--- src/rtl/mdu_pkg.sv ---
// mdu_pkg: shared state/op encodings and default operand width for the multiply/divide unit
package mdu_pkg;
  typedef enum logic [1:0] {IDLE, CALC, FINISH} state_t;
  localparam logic OP_MUL = 1'b0;
  localparam logic OP_DIV = 1'b1;
  localparam int DEF_WIDTH = 32;
endpackage

--- src/rtl/mdu_addsub.sv ---
// mdu_addsub: combinational WIDTH+1-bit adder/subtractor with carry-out
module mdu_addsub #(
  parameter int WIDTH = 32
) (
  input  logic [WIDTH:0] a,
  input  logic [WIDTH:0] b,
  input  logic           sub,
  output logic [WIDTH:0] y,
  output logic           cout
);
  logic [WIDTH:0] bx;
  assign bx = b ^ {(WIDTH+1){sub}};
  assign {cout, y} = {1'b0, a} + {1'b0, bx} + {{(WIDTH+1){1'b0}}, sub};
endmodule

--- src/rtl/mul_div_ctrl.sv ---
// mul_div_ctrl: iterative unsigned shift-add multiplier / restoring divider, one bit per cycle
module mul_div_ctrl
  import mdu_pkg::*;
#(
  parameter int WIDTH = DEF_WIDTH
) (
  input  logic             clk,
  input  logic             rst,
  input  logic             start,
  input  logic             op,
  input  logic [WIDTH-1:0] A,
  input  logic [WIDTH-1:0] B,
  output logic             busy,
  output logic             done,
  output logic [WIDTH-1:0] hi,
  output logic [WIDTH-1:0] lo,
  output logic             divZero
);
  localparam int CW = WIDTH > 1 ? $clog2(WIDTH) : 1;
  state_t state_q, state_d;
  logic [CW-1:0] cnt_q, cnt_d;
  logic op_q, op_d, busy_q, busy_d, done_q, done_d, dz_q, dz_d;
  logic [WIDTH-1:0] a_q, a_d, b_q, b_d, w_lo_q, w_lo_d, hi_q, hi_d, lo_q, lo_d;
  logic [WIDTH:0] w_hi_q, w_hi_d;
  logic [WIDTH:0] as_a, as_b, as_y, mul_s, nxt_hi;
  logic [WIDTH-1:0] nxt_lo;
  logic as_co;
  mdu_addsub #(.WIDTH(WIDTH)) u_addsub (
    .a(as_a), .b(as_b), .sub(op_q), .y(as_y), .cout(as_co)
  );
  // divide: carry-out of rem-B is set exactly when the trial remainder is non-negative
  always_comb begin
    as_a   = op_q ? {w_hi_q[WIDTH-1:0], w_lo_q[WIDTH-1]} : w_hi_q;
    as_b   = {1'b0, op_q ? b_q : a_q};
    mul_s  = w_lo_q[0] ? as_y : as_a;
    nxt_hi = op_q ? (as_co ? as_y : as_a) : {1'b0, mul_s[WIDTH:1]};
    nxt_lo = op_q ? {w_lo_q[WIDTH-2:0], as_co} : {mul_s[0], w_lo_q[WIDTH-1:1]};
  end
  always_comb begin
    state_d = state_q;
    cnt_d   = cnt_q;
    op_d    = op_q;
    a_d     = a_q;
    b_d     = b_q;
    w_hi_d  = w_hi_q;
    w_lo_d  = w_lo_q;
    busy_d  = busy_q;
    done_d  = 1'b0;
    hi_d    = hi_q;
    lo_d    = lo_q;
    dz_d    = dz_q;
    unique case (state_q)
      IDLE: if (start) begin
        state_d = CALC;
        busy_d  = 1'b1;
        op_d    = op;
        a_d     = A;
        b_d     = B;
        cnt_d   = '0;
        dz_d    = 1'b0;
        w_hi_d  = '0;
        w_lo_d  = (op == OP_DIV) ? A : B;
      end
      CALC: begin
        cnt_d  = cnt_q + CW'(1);
        w_hi_d = nxt_hi;
        w_lo_d = nxt_lo;
        if (op_q == OP_DIV && b_q == '0) begin
          state_d = FINISH;
          busy_d  = 1'b0;
          done_d  = 1'b1;
          hi_d    = a_q;
          lo_d    = '1;
          dz_d    = 1'b1;
        end else if (cnt_q == CW'(WIDTH-1)) begin
          state_d = FINISH;
          busy_d  = 1'b0;
          done_d  = 1'b1;
          hi_d    = nxt_hi[WIDTH-1:0];
          lo_d    = nxt_lo;
        end
      end
      FINISH: state_d = IDLE;
      default: state_d = IDLE;
    endcase
  end
  always_ff @(posedge clk or negedge rst) begin
    if (!rst) begin
      state_q <= IDLE;
      cnt_q   <= '0;
      op_q    <= 1'b0;
      a_q     <= '0;
      b_q     <= '0;
      w_hi_q  <= '0;
      w_lo_q  <= '0;
      busy_q  <= 1'b0;
      done_q  <= 1'b0;
      hi_q    <= '0;
      lo_q    <= '0;
      dz_q    <= 1'b0;
    end else begin
      state_q <= state_d;
      cnt_q   <= cnt_d;
      op_q    <= op_d;
      a_q     <= a_d;
      b_q     <= b_d;
      w_hi_q  <= w_hi_d;
      w_lo_q  <= w_lo_d;
      busy_q  <= busy_d;
      done_q  <= done_d;
      hi_q    <= hi_d;
      lo_q    <= lo_d;
      dz_q    <= dz_d;
    end
  end
  assign busy    = busy_q;
  assign done    = done_q;
  assign hi      = hi_q;
  assign lo      = lo_q;
  assign divZero = dz_q;
endmodule

--- config.mk ---
export PLATFORM = sky130hd
export DESIGN_NAME = mul_div_ctrl
export DESIGN_NICKNAME = d
export VERILOG_FILES = /design/src/rtl/mdu_pkg.sv /design/src/rtl/mdu_addsub.sv /design/src/rtl/mul_div_ctrl.sv
export SDC_FILE = /design/constraint.sdc
export NUM_CORES = 1
export LEC_CHECK = 0
export BUFFER_PORTS_ARGS = -buffer_cell sky130_fd_sc_hd__buf_2
export CAP_MARGIN = 5
export CELL_PAD_IN_SITES_DETAIL_PLACEMENT = 1
export CELL_PAD_IN_SITES_GLOBAL_PLACEMENT = 2
export CORE_ASPECT_RATIO = 1.4
export CORE_UTILIZATION = 33
export DETAILED_ROUTE_END_ITERATION = 8
export PLACE_DENSITY = 0.88
export SYNTH_ARGS = -nofsm -noshare
export SYNTH_HDL_FRONTEND = slang
export SYNTH_SLANG_ARGS = --single-unit
--- constraint.sdc ---
create_clock -name clk -period 4.2 [get_ports clk]
set_input_delay 0.84 -clock clk [delete_from_list [all_inputs] [get_ports clk]]
set_output_delay 0.84 -clock clk [all_outputs]
set_load 0.005 [all_outputs]
==> metrics.md <==
| Metric | Value |
|---|---|
| Status | `complete, but fails checks` |
| Violated checks | `DRC` |
| Drt drc | `4` |
| Ys async rst share | `100.0%` |
| Length of the first detailed-routing pass in iterations | `6` |
| Post-CTS Resized | `0` |
| Worst EP arrival | `around 4.3 ns` |
| Core ar. | `roughly 0.037 sq mm` |
| Reg2reg setup slack | `0.33 ns` |
| Syn Area/Cell | `8.641 sq um` |
| Routed Antenna Nets | `0` |
| Post-synthesis sequential area ratio | `40.83%` |
| Final Hold Fails | `0` |
| Most common cell after layout, fill and taps aside | `nand2_1` |
| Chip Height | `approximately 230 microns` |
| Final RePlAce weighted congestion | `0.8616` |
| HP Class | `in2async` |
| Setup ws final | `about 0.33 ns` |
| Nets@finish | `1,642` |
| Post-Syn Nets | `between 1,500 and 2,000` |
| Clock root buffer | `clkbuf_16` |
| Layout area overhead | `15.66%` |
| Setup TNS Final | `0 ns` |
| Max Clock Freq | `approximately 0.26 GHz` |
| Relative slew slack | `about a third` |
| Synthesis Warnings | `0` |
| Largest net degree at the start of global routing | `between 80 and 90` |
| Via-to-Cell Ratio | `~5.7` |
| Setup Skew | `0.01519 ns` |
| WL per Instance | `between 20 and 25 microns` |
| Worst Path Required | `about 4.6 ns` |
| I/O pin count | `135` |
| Clk Latency, worst-skew pair | `between 0.5 and 0.6 ns` |
| Crit path max-delay cell type | `dfrtp_4` |
| Final setup vio count | `0` |
| Die area | `around 0.039 sq mm` |
| Most frequent cells in the layout | `nand2_1, dfrtp_1, buf_2` |
| Post-synth cell types | `79` |
| Total GRT Usage | `around 22%` |
| Clk sinks | `204` |
| PwrDens | `~1100 mW/mm^2` |
| CP Capture Type | `flop` |
| Min Tclk post-route | `slightly below 4 ns` |
| Max VDD drop | `about 300 uV` |
| Post-Syn Area | `0.01250 sq mm` |
| Clock Path Buffers | `3` |
| Measured slew at the worst slew-check pin | `between 0.9 and 1 ns` |
| Share of post-route cells with drive strength above 1 | `between 10% and 20%` |
| Routed WL | `between 40,000 and 50,000 microns` |
| Leakage power | `6.824 nW` |
| Worst Setup Start Kind | `flop` |
| Main synth FF type | `dfrtp_1` |
| Starting Density | `between 30% and 40%` |
| Hold-fix buffers, CTS | `0` |
| Max-Cap Viols | `0` |
| Vias | `approximately 12,000` |
| # rows | `between 80 and 90` |
| Clk slew on worst S/H paths | `0.07 ns` |
| Final Max Tran Viols | `0` |
| Pre-CTS WS | `between 0.2 and 0.3 ns` |
| Worst Path Max Fanout | `15` |
| Yosys reg bits | `approximately 200` |
| DRT iter0 DRCs | `a little under 700` |
| Global-route wire length before repair | `68,030 microns` |
| Fin crit share | `around 90%` |
| Cell count after synthesis | `~1,400` |
| Critical Setup Path Class | `reg2reg` |
| CTS buffer count | `23` |
| TritonCTS clock tree | `yes` |
| Vias in the first global route | `about 12,000` |
| H-Tree Depth | `1` |
| Fillers | `4,396` |
| Port bufs | `between 100 and 150` |
| Setup bufs post-CTS | `0` |
| Crit-path cells | `buf_4, mux2_2, ha_1, a21oi_1, o211ai_1, a21oi_2, o211ai_4, o21a_1, a31oi_1, mux2_1, a32o_1, o22ai_1` |
| Die X | `~170 microns` |
| Register area | `0.005109 sq mm` |
| RSZ-0062 raised after global routing | `no` |
| Initial antenna violation count | `0` |
| Worst path max stage delay | `0.58 ns` |
| Number of synthesized flops with an enable pin | `0` |
| Gr ovfl total | `0` |
| Area taken by multi-input logic gates | `between 0.006 and 0.007 sq mm` |
| Detailed Place HPWL | `roughly 32,000 microns` |
[synthesized netlist by cell type (all sizes together), types with 5 or more instances]
master  number  area, sq um
a211o       19        166.4
a211oi      44        335.3
a21o        30        225.2
a21oi      124        624.4
a22o        21        183.9
a22oi        5        37.54
a31oi       38        237.7
a32o         5        50.05
and2         5        33.78
and3        12        75.07
buf         37        172.7
clkbuf      70        264.0
dfrtp      204         5105
ha          33        412.9
inv         17        63.81
mux2        33        371.6
mux2i       72        720.7
nand2      303         1140
nand2b       5        31.28
nand3       47        235.2
nand4        8        50.05
nor2       101        381.6
nor2b       28        175.2
nor3         6        30.03
nor4         8        56.30
o211ai       8        83.83
o21ai       52        260.3
o21bai       6        45.04
o221ai      17        148.9
o31ai       10        93.84
xnor2       20        175.2
xor2        12        105.1
[layout make-up]
| type | count | share of cell area (%) |
|---|---|---|
| inverter | 17 | 0.4413 |
| antenna | 1 | 0.01730 |
| multi-input combinational | 1119 | 47.93 |
| clock buffer | 30 | 4.369 |
| sequential | 204 | 35.33 |
| clock inverter | 10 | 0.4499 |
| timing repair buffer | 175 | 7.371 |
| tap | 473 | 4.092 |
[through the flow]
step / instances / power, mW / cell area [sq um] / utilization [%] / hold WS, ns
after CTS: 2027 / 15.70 / 14450 / 38.61 / 0.3250
after detailed placement: 1987 / 13.68 / 13750 / 36.75 / 0.4800
after floorplan: 1447 / 10.62 / 12500 / - / 0.4494
after global placement: 1987 / 13.43 / 13750 / 36.75 / 0.4584
final: 2029 / 15.72 / 14460 / 38.65 / 0.3123
after global routing: 2028 / 16.92 / 14460 / 38.64 / 0.3489
[sequential cells by signal, summed over array words and instances, names as in the netlist]
register  cells
divZero       1
w_lo_q       32
state_q       2
cnt_q         5
lo           32
op_q          1
b_q          32
busy          1
a_q          32
done          1
w_hi_q       33
hi           32
[worst paths after layout]
kind / from / endpoint / cells after the start
worst max-delay path: op_q$_DFFE_PN0P_ / w_hi_q[27]$_DFFE_PN0P_ / 12
worst min-delay path: rst / w_hi_q[11]$_DFFE_PN0P_ / 1
worst max register to register: op_q$_DFFE_PN0P_ / w_hi_q[27]$_DFFE_PN0P_ / 12
worst min register to register: hi[17]$_DFFE_PN0P_ / hi[17]$_DFFE_PN0P_ / 2
max in group asynchronous: rst / b_q[5]$_DFFE_PN0P_ / 2
min in group clk: hi[17]$_DFFE_PN0P_ / hi[17]$_DFFE_PN0P_ / 2
[where the power goes]
part	leakage, nW	switching, mW	internal [mW]
sequential	2.55	0.924	2.82
clock	0.339	0.860	1.06
combinational	3.94	5.95	4.10
total	6.82	7.74	7.99
[logic make-up (layout without fill, tap and decap cells)]
| group | after synthesis | after routing | share of synthesized area (%) |
|---|---|---|---|
| compound gates | 411 | 411 | 22.18 |
| xor+xnor | 32 | 32 | 2.242 |
| fa+ha+maj | 34 | 34 | 3.462 |
| buf+inv | 124 | 232 | 4.003 |
| flops | 204 | 204 | 40.83 |
| mux | 105 | 105 | 8.736 |
| other cells | 0 | 1 | 0 |
| simple gates | 537 | 537 | 18.55 |
[worst max-delay path: cells and delay by family (launching register included)]
family,cells,cell delay (ns)
AO/OA/AOI/OAI,8,1.87
multiplexers,2,0.72
flip-flops,1,0.58
adder cells (fa/ha/maj),1,0.37
buffers and inverters,1,0.24
[routing by layer]
layer  global-route usage (%)  vias up  routed length [microns]
li1                         -     5381                        -
met1                    28.35     5809                    18890
met2                    38.97      246                    21630
met3                    1.926       77                     1424
met4                    8.623        0                     1568
met5                        0        -                        0
Note: power is estimated with default switching activity, not from simulation.
